--- src/rtl/mem_ctrl_pkg.sv ---
// -----------------------------------------------------------------------------
// mem_ctrl_pkg
// Shared definitions for the byte-RAM memory controller: FSM state encoding,
// load/store size encodings and the size-to-byte-count helper.
// -----------------------------------------------------------------------------
package mem_ctrl_pkg;

    typedef enum logic [1:0] {
        IDLE = 2'd0,
        RD   = 2'd1,
        WR   = 2'd2,
        DONE = 2'd3
    } state_e;

    localparam logic [1:0] SIZE_B = 2'd0;
    localparam logic [1:0] SIZE_H = 2'd1;
    localparam logic [1:0] SIZE_W = 2'd2;

    // Byte count for a load/store size code; the unused code 3 acts as a word.
    function automatic logic [2:0] size_to_bytes(input logic [1:0] size);
        logic [2:0] n;
        case (size)
            SIZE_B:  n = 3'd1;
            SIZE_H:  n = 3'd2;
            SIZE_W:  n = 3'd4;
            default: n = 3'd4;
        endcase
        return n;
    endfunction

endpackage

--- src/rtl/mem_ctrl_if.sv ---
// -----------------------------------------------------------------------------
// mem_ctrl_if
// Bundles the controller's request/response signals and byte-RAM port.
// Signal directions in the names are seen from the controller.
//   if_*   : instruction fetch request (4-byte read) and done/data
//   ls_*   : load/store request and done/zero-extended load data
//   flush_in : cancels an in-flight instruction fetch
//   ram_*  : byte RAM (enable, read/not-write, address, write data, read data)
// Modports: slave = controller, master = requester + RAM side.
// -----------------------------------------------------------------------------
interface mem_ctrl_if #(
    parameter int ADDR_WIDTH = 17
);
    logic                  if_req_in;
    logic [31:0]           if_addr_in;
    logic                  if_done_out;
    logic [31:0]           if_data_out;
    logic                  ls_req_in;
    logic                  ls_we_in;
    logic [1:0]            ls_size_in;
    logic [31:0]           ls_addr_in;
    logic [31:0]           ls_wdata_in;
    logic                  ls_done_out;
    logic [31:0]           ls_rdata_out;
    logic                  flush_in;
    logic                  ram_en_out;
    logic                  ram_r_nw_out;
    logic [ADDR_WIDTH-1:0] ram_a_out;
    logic [7:0]            ram_d_out;
    logic [7:0]            ram_d_in;

    modport slave (
        input  if_req_in, if_addr_in, ls_req_in, ls_we_in, ls_size_in,
               ls_addr_in, ls_wdata_in, flush_in, ram_d_in,
        output if_done_out, if_data_out, ls_done_out, ls_rdata_out,
               ram_en_out, ram_r_nw_out, ram_a_out, ram_d_out
    );

    modport master (
        output if_req_in, if_addr_in, ls_req_in, ls_we_in, ls_size_in,
               ls_addr_in, ls_wdata_in, flush_in, ram_d_in,
        input  if_done_out, if_data_out, ls_done_out, ls_rdata_out,
               ram_en_out, ram_r_nw_out, ram_a_out, ram_d_out
    );
endinterface

--- src/rtl/mem_ctrl.sv ---
// -----------------------------------------------------------------------------
// mem_ctrl
// Arbitrates instruction-fetch and load/store requests onto a byte-wide RAM
// with one-cycle read latency, sequencing multi-byte accesses one byte per
// cycle. Load/store wins over fetch; a flush aborts an in-flight fetch.
// Ports:
//   clk_in   : clock, rising edge
//   rst_n_in : asynchronous active-low reset
//   bus      : mem_ctrl_if.slave (requests, responses, RAM port)
// All outputs are registered; RAM controls are computed from next state.
// -----------------------------------------------------------------------------
module mem_ctrl
    import mem_ctrl_pkg::*;
#(
    parameter int ADDR_WIDTH = 17
) (
    input  logic        clk_in,
    input  logic        rst_n_in,
    mem_ctrl_if.slave   bus
);

    state_e                state_q, state_d;
    logic [2:0]            k_q, k_d;
    logic [2:0]            n_q, n_d;
    logic [ADDR_WIDTH-1:0] base_q, base_d;
    logic                  is_ls_q, is_ls_d;
    logic [31:0]           wdata_q, wdata_d;
    logic [31:0]           rbuf_q, rbuf_d;
    logic                  if_done_q, if_done_d;
    logic                  ls_done_q, ls_done_d;
    logic [31:0]           if_data_q, if_data_d;
    logic [31:0]           ls_rdata_q, ls_rdata_d;
    logic                  ram_en_q, ram_en_d;
    logic                  ram_r_nw_q, ram_r_nw_d;
    logic [ADDR_WIDTH-1:0] ram_a_q, ram_a_d;
    logic [7:0]            ram_d_q, ram_d_d;

    // Only the low ADDR_WIDTH address bits reach the RAM.
    logic unused_addr_hi_s;
    assign unused_addr_hi_s = ^{bus.if_addr_in[31:ADDR_WIDTH], bus.ls_addr_in[31:ADDR_WIDTH]};

    // Next-state logic: arbitration, byte sequencing, read-buffer capture and done.
    always_comb begin
        state_d    = state_q;
        k_d        = k_q;
        n_d        = n_q;
        base_d     = base_q;
        is_ls_d    = is_ls_q;
        wdata_d    = wdata_q;
        rbuf_d     = rbuf_q;
        if_done_d  = 1'b0;
        ls_done_d  = 1'b0;
        if_data_d  = if_data_q;
        ls_rdata_d = ls_rdata_q;
        case (state_q)
            IDLE: begin
                if (bus.ls_req_in) begin
                    state_d = bus.ls_we_in ? WR : RD;
                    k_d     = 3'd0;
                    n_d     = size_to_bytes(bus.ls_size_in);
                    base_d  = bus.ls_addr_in[ADDR_WIDTH-1:0];
                    is_ls_d = 1'b1;
                    wdata_d = bus.ls_wdata_in;
                    rbuf_d  = 32'd0;
                end else if (bus.if_req_in && !bus.flush_in) begin
                    state_d = RD;
                    k_d     = 3'd0;
                    n_d     = 3'd4;
                    base_d  = bus.if_addr_in[ADDR_WIDTH-1:0];
                    is_ls_d = 1'b0;
                    rbuf_d  = 32'd0;
                end else begin
                    state_d = IDLE;
                end
            end
            RD: begin
                if (!is_ls_q && bus.flush_in) begin
                    state_d = IDLE;
                end else begin
                    // RAM data seen now answers the address issued at k-1.
                    case (k_q)
                        3'd1:    rbuf_d[7:0]   = bus.ram_d_in;
                        3'd2:    rbuf_d[15:8]  = bus.ram_d_in;
                        3'd3:    rbuf_d[23:16] = bus.ram_d_in;
                        3'd4:    rbuf_d[31:24] = bus.ram_d_in;
                        default: rbuf_d        = rbuf_q;
                    endcase
                    if (k_q == n_q) begin
                        state_d = DONE;
                        if (is_ls_q) begin
                            ls_done_d  = 1'b1;
                            ls_rdata_d = rbuf_d;
                        end else begin
                            if_done_d = 1'b1;
                            if_data_d = rbuf_d;
                        end
                    end else begin
                        k_d = k_q + 3'd1;
                    end
                end
            end
            WR: begin
                if (k_q == n_q - 3'd1) begin
                    state_d   = DONE;
                    ls_done_d = 1'b1;
                end else begin
                    k_d = k_q + 3'd1;
                end
            end
            DONE: begin
                state_d = IDLE;
            end
            default: begin
                state_d = IDLE;
            end
        endcase
    end

    // RAM port values for the coming cycle, derived from the next state.
    always_comb begin
        ram_en_d   = 1'b0;
        ram_r_nw_d = 1'b0;
        ram_a_d    = {ADDR_WIDTH{1'b0}};
        ram_d_d    = 8'd0;
        if ((state_d == RD) || (state_d == WR)) begin
            ram_en_d   = 1'b1;
            ram_r_nw_d = (state_d == RD);
            // Truncation to ADDR_WIDTH gives the modulo wrap.
            ram_a_d    = base_d + ADDR_WIDTH'(k_d);
            if (state_d == WR) begin
                case (k_d[1:0])
                    2'd0:    ram_d_d = wdata_d[7:0];
                    2'd1:    ram_d_d = wdata_d[15:8];
                    2'd2:    ram_d_d = wdata_d[23:16];
                    2'd3:    ram_d_d = wdata_d[31:24];
                    default: ram_d_d = 8'd0;
                endcase
            end else begin
                ram_d_d = 8'd0;
            end
        end else begin
            ram_en_d = 1'b0;
        end
    end

    // State and output registers.
    always_ff @(posedge clk_in or negedge rst_n_in) begin
        if (!rst_n_in) begin
            state_q    <= IDLE;
            k_q        <= 3'd0;
            n_q        <= 3'd0;
            base_q     <= {ADDR_WIDTH{1'b0}};
            is_ls_q    <= 1'b0;
            wdata_q    <= 32'd0;
            rbuf_q     <= 32'd0;
            if_done_q  <= 1'b0;
            ls_done_q  <= 1'b0;
            if_data_q  <= 32'd0;
            ls_rdata_q <= 32'd0;
            ram_en_q   <= 1'b0;
            ram_r_nw_q <= 1'b0;
            ram_a_q    <= {ADDR_WIDTH{1'b0}};
            ram_d_q    <= 8'd0;
        end else begin
            state_q    <= state_d;
            k_q        <= k_d;
            n_q        <= n_d;
            base_q     <= base_d;
            is_ls_q    <= is_ls_d;
            wdata_q    <= wdata_d;
            rbuf_q     <= rbuf_d;
            if_done_q  <= if_done_d;
            ls_done_q  <= ls_done_d;
            if_data_q  <= if_data_d;
            ls_rdata_q <= ls_rdata_d;
            ram_en_q   <= ram_en_d;
            ram_r_nw_q <= ram_r_nw_d;
            ram_a_q    <= ram_a_d;
            ram_d_q    <= ram_d_d;
        end
    end

    assign bus.if_done_out  = if_done_q;
    assign bus.if_data_out  = if_data_q;
    assign bus.ls_done_out  = ls_done_q;
    assign bus.ls_rdata_out = ls_rdata_q;
    assign bus.ram_en_out   = ram_en_q;
    assign bus.ram_r_nw_out = ram_r_nw_q;
    assign bus.ram_a_out    = ram_a_q;
    assign bus.ram_d_out    = ram_d_q;

endmodule

--- src/flat_wrapper.sv ---
// flat-port wrapper written by rule: the top's interface ports become plain ports
module mem_ctrl_flat import mem_ctrl_pkg::*;
#(
    parameter int ADDR_WIDTH = 17
)
  (clk_in, rst_n_in, bus_if_req_in, bus_if_addr_in, bus_ls_req_in, bus_ls_we_in, bus_ls_size_in, bus_ls_addr_in, bus_ls_wdata_in, bus_flush_in, bus_ram_d_in, bus_if_done_out, bus_if_data_out, bus_ls_done_out, bus_ls_rdata_out, bus_ram_en_out, bus_ram_r_nw_out, bus_ram_a_out, bus_ram_d_out);
  mem_ctrl_if #(.ADDR_WIDTH(ADDR_WIDTH)) bus_i ();
  input  logic clk_in;
  input  logic rst_n_in;
  input wire logic [$bits(bus_i.if_req_in)-1:0] bus_if_req_in;
  input wire logic [$bits(bus_i.if_addr_in)-1:0] bus_if_addr_in;
  input wire logic [$bits(bus_i.ls_req_in)-1:0] bus_ls_req_in;
  input wire logic [$bits(bus_i.ls_we_in)-1:0] bus_ls_we_in;
  input wire logic [$bits(bus_i.ls_size_in)-1:0] bus_ls_size_in;
  input wire logic [$bits(bus_i.ls_addr_in)-1:0] bus_ls_addr_in;
  input wire logic [$bits(bus_i.ls_wdata_in)-1:0] bus_ls_wdata_in;
  input wire logic [$bits(bus_i.flush_in)-1:0] bus_flush_in;
  input wire logic [$bits(bus_i.ram_d_in)-1:0] bus_ram_d_in;
  output wire logic [$bits(bus_i.if_done_out)-1:0] bus_if_done_out;
  output wire logic [$bits(bus_i.if_data_out)-1:0] bus_if_data_out;
  output wire logic [$bits(bus_i.ls_done_out)-1:0] bus_ls_done_out;
  output wire logic [$bits(bus_i.ls_rdata_out)-1:0] bus_ls_rdata_out;
  output wire logic [$bits(bus_i.ram_en_out)-1:0] bus_ram_en_out;
  output wire logic [$bits(bus_i.ram_r_nw_out)-1:0] bus_ram_r_nw_out;
  output wire logic [$bits(bus_i.ram_a_out)-1:0] bus_ram_a_out;
  output wire logic [$bits(bus_i.ram_d_out)-1:0] bus_ram_d_out;
  assign bus_i.if_req_in = bus_if_req_in;
  assign bus_i.if_addr_in = bus_if_addr_in;
  assign bus_i.ls_req_in = bus_ls_req_in;
  assign bus_i.ls_we_in = bus_ls_we_in;
  assign bus_i.ls_size_in = bus_ls_size_in;
  assign bus_i.ls_addr_in = bus_ls_addr_in;
  assign bus_i.ls_wdata_in = bus_ls_wdata_in;
  assign bus_i.flush_in = bus_flush_in;
  assign bus_i.ram_d_in = bus_ram_d_in;
  assign bus_if_done_out = bus_i.if_done_out;
  assign bus_if_data_out = bus_i.if_data_out;
  assign bus_ls_done_out = bus_i.ls_done_out;
  assign bus_ls_rdata_out = bus_i.ls_rdata_out;
  assign bus_ram_en_out = bus_i.ram_en_out;
  assign bus_ram_r_nw_out = bus_i.ram_r_nw_out;
  assign bus_ram_a_out = bus_i.ram_a_out;
  assign bus_ram_d_out = bus_i.ram_d_out;
  mem_ctrl #(.ADDR_WIDTH(ADDR_WIDTH)) u_core (.clk_in(clk_in), .rst_n_in(rst_n_in), .bus(bus_i));
endmodule
--- config.mk ---
export PLATFORM = sky130hd
export DESIGN_NAME = mem_ctrl_flat
export DESIGN_NICKNAME = d
export VERILOG_FILES = /design/src/rtl/mem_ctrl_pkg.sv /design/src/rtl/mem_ctrl_if.sv /design/src/rtl/mem_ctrl.sv /design/src/flat_wrapper.sv
export SDC_FILE = /design/constraint.sdc
export NUM_CORES = 1
export LEC_CHECK = 0
export BUFFER_PORTS_ARGS = -buffer_cell sky130_fd_sc_hd__buf_2
export CAP_MARGIN = 10
export CORE_ASPECT_RATIO = 1.75
export CORE_MARGIN = 4
export CORE_UTILIZATION = 45
export DETAILED_ROUTE_END_ITERATION = 6
export HOLD_SLACK_MARGIN = 0.06
export PLACE_DENSITY = 0.81
export SLEW_MARGIN = 30
export SYNTH_ARGS = -nofsm -noshare
export SYNTH_HDL_FRONTEND = slang
export SYNTH_SLANG_ARGS = --single-unit
--- constraint.sdc ---
create_clock -name clk_in -period 8.9 [get_ports clk_in]
set_input_delay 0.89 -clock clk_in [delete_from_list [all_inputs] [get_ports clk_in]]
set_output_delay 0.89 -clock clk_in [all_outputs]
set_load 0.02 [all_outputs]
==> summary.md, run 1 <==
| Metric | Value |
|---|---|
| Status | complete, no violations |
| Avg Inst Size Synth | ~11 sq um |
| CTS tree | yes |
| Register bit total from synthesis | 183 |
| Vias in the first global route | about 6.3k |
| Post-synth top area share | 0.550 |
| Root Buffer | clkbuf_16 |
| Row cnt | 65 |
| Gpl congestion | approximately 0.79 |
| Max-cap violations | 0 |
| Worst EP required | about 9200 ps |
| Crit. End Element | flop |
| Final number of max-transition violations | 0 |
| CTS Buf Count | 17 |
| WL/cell | between 15 and 20 microns |
| Grt total ovfl | 0 |
| Hold Path Cell Cnt | 2 |
| Die ar. | 20800 sq um |
| Post-synth cell types | between 50 and 60 |
| Pwr Density | ~370 nW/um^2 |
| CP Class | flop to flop |
| Later-pin clock latency in the skew report | approximately 430 ps |
| Synth Flop Type | dfrtp_1 |
| RSZ-0062 raised after global routing | false |
| Area leader, netlist | dfrtp_1 |
| DRT Pass-1 Iters | 7 |
| Pre-CTS setup slack | around 4800 ps |
| Hold wc startpoint | u_core.bus.ls_rdata_out[28] |
| Least-Margin Pin Slew | around 830 ps |
| DR iter-0 viols | 263 |
| Post-Route WL | around 21 mm |
| Core area | approximately 18000 sq um |
| Post_cts resized | 0 |
| Maximum vdd ir drop | between 0.2 and 0.3 mV |
| Largest net degree at the start of global routing | between 100 and 150 |
| Post-synth EDFFs | 0 |
| Sequential fraction of the synthesis area | 0.550 |
| Mapped Area | ~8300 sq um |
| Startpoint types | flop |
| Area growth from synthesis to layout | 19.2% |
| TritonCTS Sinks | 183 |
| Syn Inst Count | 736 |
| Worst R2R Path Depth | 11 |
| Post-DP HPWL | 14.3 mm |
| Final non-filler cell total | 1134 |
| FFs w/ async S/R, synth | 1.00 |
| Critical Path AT | between 4000 and 5000 ps |
| Post-CTS Setup Bufs | 0 |
| Clock skew | between 10 and 15 ps |
| Gr usage total | 0.200 |
| Via count | roughly 6.2k |
| H-tree levels | 4 |
| Setup TNS | 0 ps |
| Initial Util | 0.459 |
| Tightest Hold Check Type | flop to flop |
| Global-route wire length before repair | roughly 33 mm |
| Setup violators final | 0 |
| Ratio of cells with drive above 1 in the final layout | 0.303 |
| Leak | 0.00499 uW |
| DRC violations left | 0 |
| YS warnings | 0 |
| Fin crit share | 0.458 |
| Flop-to-flop setup slack | around 4800 ps |
| Most frequent cell after synthesis | dfrtp_1 |
| Antenna violations before repair | 0 |
| Worst setup path start | u_core.state_q[0] |
| CP max FO | 28 |
| Port-buffer cells | 174 |
| DR vias/cell | roughly 5.5 |
| Placed Cells | around 1.1k |
| Final hold vios | 0 |
| Synth area leaders | dfrtp_1 (55%), a22o_1 (6.8%), mux2_2 (5.4%) |
| Synth top cells by count | dfrtp_1 (183), nand2_1 (83), o21ai_0 (68), a22o_1 (65), mux2_2 (40) |
| Io pins | roughly 210 |
| Antenna-violating nets left | 0 |
| Nets | approximately 1.0k |
| Hold buffers post-CTS | 0 |
| Die Y | ~190 microns |
| Diode count | 0 |
| Achievable clock frequency | 245 MHz |
| Slew HR | 0.447 |
| Clk slew on worst S/H paths | around 80 ps |
| CTS max path bufs | 2 |
| Fin crit period | between 4000 and 5000 ps |
| PnR worst setup slack | ~4800 ps |
| RR Startpoint | u_core.state_q[0] |
| Die Wd | between 100 and 150 microns |
| Mapped Nets | 865 |
cells by family after synthesis:
kind of cell / after synthesis / share of synthesized area
buffers and inverters: 71 / 0.0359
XOR/XNOR: 8 / 0.0110
AND/OR/NAND/NOR: 147 / 0.0826
multiplexers: 78 / 0.101
flip-flops: 183 / 0.550
AO/OA/AOI/OAI: 232 / 0.193
adder cells (fa/ha/maj): 17 / 0.0264
critical path, cell delays in order (launching register included):
cell      delay [ps]
dfrtp_1          400
inv_1            130
ha_2             610
nand3b_1         630
o22ai_1          300
a21oi_1          160
ha_1             350
a21o_1           120
a21oi_1          120
or3_4            380
or4_1            510
a21oi_1          240
power breakdown:
group | internal [uW] | total, uW | switching (uW)
sequential | 1130 | 1280 | 142
clock | 393 | 739 | 346
combinational | 639 | 1640 | 999
layer usage:
metal  wire length (microns)  track usage  vias up
met5                       0            0        -
met4                     741       0.0958        0
met3                     707       0.0281       43
met2                   11200        0.363      163
met1                    7920        0.228     3069
li1                        -            -     2961
final cells by class:
type / instances / area (sq um)
Fill cell: 1644 / 8210
Sequential cell: 183 / 4580
Multi-Input combinational cell: 482 / 3460
Timing Repair Buffer: 182 / 943
Clock buffer: 17 / 425
Tap cell: 234 / 293
Clock inverter: 15 / 143
Inverter: 21 / 78.8
registers in the layout (all words and copies together), names as in the netlist:
name and flops:
u_core.bus.if_data_out 32, u_core.bus.ls_rdata_out 32, u_core.rbuf_q 32, u_core.wdata_q 32, u_core.base_q 17, u_core.bus.ram_a_out 17
u_core.bus.ram_d_out 8, u_core.k_q 3, u_core.n_q 3, u_core.state_q 2, u_core.bus.if_done_out 1, u_core.bus.ls_done_out 1
u_core.bus.ram_en_out 1, u_core.bus.ram_r_nw_out 1, u_core.is_ls_q 1
final timing paths:
kind	end
max in group asynchronous	u_core.bus.ls_rdata_out[20]
setup reg to reg	u_core.bus.ram_a_out[13]
setup / recovery	u_core.bus.ram_a_out[13]
min in group asynchronous	u_core.wdata_q[7]
hold / removal	u_core.bus.ls_rdata_out[28]
hold reg to reg	u_core.bus.ls_rdata_out[28]
placed cells by master (no fill, tap or decap), types with 5 or more instances in the layout:
cell | netlist | layout
buf_2 | 7 | 173
a21oi_2 | 5 | 5
ha_1 | 16 | 15
mux2_2 | 40 | 40
nor2_1 | 14 | 14
a22o_1 | 65 | 65
buf_4 | 2 | 7
inv_1 | 21 | 21
o21ai_0 | 68 | 68
a21o_1 | 11 | 11
a21oi_1 | 26 | 26
o31ai_1 | 5 | 5
dfrtp_1 | 183 | 183
nor2b_1 | 14 | 14
nand3_1 | 8 | 6
mux2i_1 | 28 | 28
mux2_1 | 10 | 10
clkbuf_16 | 0 | 17
o22ai_1 | 29 | 29
inv_6 | 0 | 5
nand2_1 | 83 | 82
through the flow:
stage / total power, uW / instance area [sq um] / util / hold WS [ps]
3_5_place_dp: 2940 / 9360 / 0.516 / 465
5_1_grt: 3920 / 9930 / 0.547 / 500
6_report: 3650 / 9930 / 0.547 / 475
4_1_cts: 3690 / 9930 / 0.547 / 481
3_3_place_gp: 2880 / 9350 / 0.516 / 456
2_1_floorplan: 2470 / 8330 / - / 465
No activity file was read; power rests on OpenSTA's default activity.
==> run 2, diff against run 1 <==
==> constraint.sdc (replaced) <==
create_clock -name clk_in -period 4.2 [get_ports clk_in]
set_input_delay 0.42 -clock clk_in [delete_from_list [all_inputs] [get_ports clk_in]]
set_output_delay 0.42 -clock clk_in [all_outputs]
set_load 0.02 [all_outputs]
==> summary.md, run 2 (synthesis gave the netlist of run 1 again) <==
| Metric | Value |
|---|---|
| Post-DP HPWL | 14.8 mm (+3.9%) |
| GR Util met3 | 0.0291 (+0.000969) |
| RSZ-0062 raised after global routing | false |
| Startpoint types | flop |
| Slew HR | 0.466 (+0.0196) |
| Achievable clock frequency | 277 MHz (+13%) |
| Pwr Density | 783 nW/um^2 (+110%) |
| H-tree levels | 4 (unchanged) |
| Worst path cell trace | inv_1 > ha_1 > xnor3_1 > a31o_1 > a21o_1 > mux2i_1 > ha_1 > fa_1 > a21oi_1 > or3_1 > nor4_1 > mux2i_1 |
| Critical Path AT | 3950 ps (-450 ps) |
| Worst Hold End | u_core.n_q[0] |
| Via count | 6305 (+1.1%) |
| Die Y | 188 microns (unchanged) |
| Tightest Hold Check Type | input pin to flop |
| Die Wd | 111 microns (unchanged) |
| Clock skew | 15.1 ps (+2.05 ps) |
| Gpl congestion | 0.842 (+6.2%) |
| Worst EP required | 4540 ps (-4680 ps) |
| DRT Pass-1 Iters | 5 (-2) |
| CP max FO | 6 (-79%) |
| CTS max path bufs | 2 (unchanged) |
| Fin crit period | 3610 ps (-467 ps) |
| Worst r2r dst | u_core.bus.ram_a_out[16] |
| Final number of max-transition violations | 0 (unchanged) |
| Post_cts resized | 0 (unchanged) |
| Global-route wire length before repair | 34.2 mm (+2.5%) |
| Most common cell after layout, fill and taps aside | dfrtp_1 |
| Area growth from synthesis to layout | 20.6% |
| Antenna-violating nets left | 0 (unchanged) |
| Most Crowded Layer GR | met2 |
| DR vias/cell | 5.52 (+0.31%) |
| Antenna violations before repair | 2 (+2) |
| Fin crit share | 0.859 (+0.401) |
| Initial Util | 0.459 (unchanged) |
| DRC violations left | 0 (unchanged) |
| Setup TNS | 0 ps (unchanged) |
| Gr usage total | 0.202 (+0.00272) |
| Fill cell count | 1613 (-1.9%) |
| Largest net degree at the start of global routing | 81 (-22%) |
| Maximum vdd ir drop | 0.436 mV (+71%) |
| Status | complete, no violations |
| Leak | 0.00505 uW (+1.2%) |
| Root Buffer | clkbuf_16 |
| Core area | 18100 sq um (unchanged) |
| Ratio of cells with drive above 1 in the final layout | 0.305 (+0.00207) |
| Hold wc startpoint | bus_ls_size_in[0] |
| Flop-to-flop setup slack | 590 ps (-4230 ps) |
| WL/cell | 18.4 microns (+1.3%) |
| Met1 usage | 0.229 (+0.000436) |
| Hold Path Cell Cnt | 2 (unchanged) |
| Most frequent cells in the layout | dfrtp_1 (183), buf_2 (173), nand2_1 (82) |
| Later-pin clock latency in the skew report | 430 ps (about the same) |
| Least-Margin Pin Slew | 799 ps (-31.4 ps) |
| Slowest-stage cell, CP | nor4_1 |
| DR iter-0 viols | 282 (+7.2%) |
| Max-cap violations | 0 (unchanged) |
| Io pins | 205 (unchanged) |
| Fin Hold WS | 210 ps (-264 ps) |
| Final hold vios | 0 (unchanged) |
| Slowest cell delay on critical path | 470 ps (-160 ps) |
| CP Class | flop to flop |
| Global Route met2 Usage | 0.381 (+0.0175) |
| Clk slew on worst S/H paths | 70 ps (about the same) |
| Die ar. | 20800 sq um (unchanged) |
| Grt total ovfl | 0 (unchanged) |
| TritonCTS Sinks | 183 (unchanged) |
| Post-Route WL | 21.0 mm (+2.1%) |
| Crit. End Element | flop |
| Hold buffers post-CTS | 1 (+1) |
| Setup violators final | 0 (unchanged) |
| CTS Buf Count | 17 (unchanged) |
| RR Startpoint | u_core.n_q[0] |
| Nets | 1023 (+0.69%) |
| Row cnt | 65 (unchanged) |
| Vias in the first global route | 6638 (+4.6%) |
| Port-buffer cells | 174 (unchanged) |
| Worst R2R Path Depth | 12 (+1) |
| CTS tree | yes |
| Fin util | 0.554 (+0.00642) |
| Post-CTS Setup Bufs | 0 (unchanged) |
[run 2: changes by cell type in the layout (fill, tap and decap cells not counted), sizes merged, moves of 2 or more]
cell,change
inv,-3
diode,+2
clkbuf,+3
buf,+6
[run 2: metrics by stage]
step / worst slack [ps] / total power (uW) / area [sq um] / instances
2_1_floorplan: 920 / 5230 / 8330 / 736
3_3_place_gp: 685 / 6140 / 9400 / 1107
3_5_place_dp: 548 / 6280 / 9430 / 1108
4_1_cts: 558 / 7930 / 10000 / 1141
5_1_grt: 395 / 8420 / 10000 / 1143
6_report: 590 / 7870 / 10000 / 1143
[run 2: cell type report]
type,count,area (sq um),share of cell area
Inverter,21,78.8,0.00785
Multi-Input combinational cell,482,3460,0.345
Clock inverter,12,141,0.0141
Tap cell,234,293,0.0292
Antenna cell,2,5.00,0.000498
Sequential cell,183,4580,0.456
Timing Repair Buffer,189,1030,0.102
Clock buffer,20,457,0.0455
[run 2: routing by layer]
layer / wire length, microns / vias up
met5: 0 / -
met4: 493 / 0
met3: 928 / 28
met2: 11600 / 172
met1: 7930 / 3125
li1: - / 2980
[run 2: worst max-delay path by stage]
stage | start | end | depth (start not counted)
3_3_place_gp | u_core.n_q[0] | u_core.bus.ram_a_out[16] | 12
3_5_place_dp | u_core.n_q[0] | u_core.bus.ram_a_out[16] | 12
4_1_cts | u_core.n_q[0] | u_core.bus.ram_a_out[16] | 12
5_1_grt | u_core.n_q[0] | u_core.bus.ram_a_out[16] | 12
2_1_floorplan | u_core.n_q[0] | u_core.bus.ram_a_out[15] | 13
6_report | u_core.n_q[0] | u_core.bus.ram_a_out[16] | 12
[run 2: critical path, delay by kind of cell (launching register included)]
family          cells  cell delay [ps]
compound gates      3              500
flops               1              420
fa+ha+maj           3              700
xor+xnor            1              370
buf+inv             1               60
simple gates        2              890
mux                 2              590
[run 2: where the power goes]
group          leakage, uW  internal [uW]  total, uW  switching (uW)
registers          0.00232           2400       2710             302
clock network     0.000288            919       1620             705
logic              0.00244           1380       3540            2150
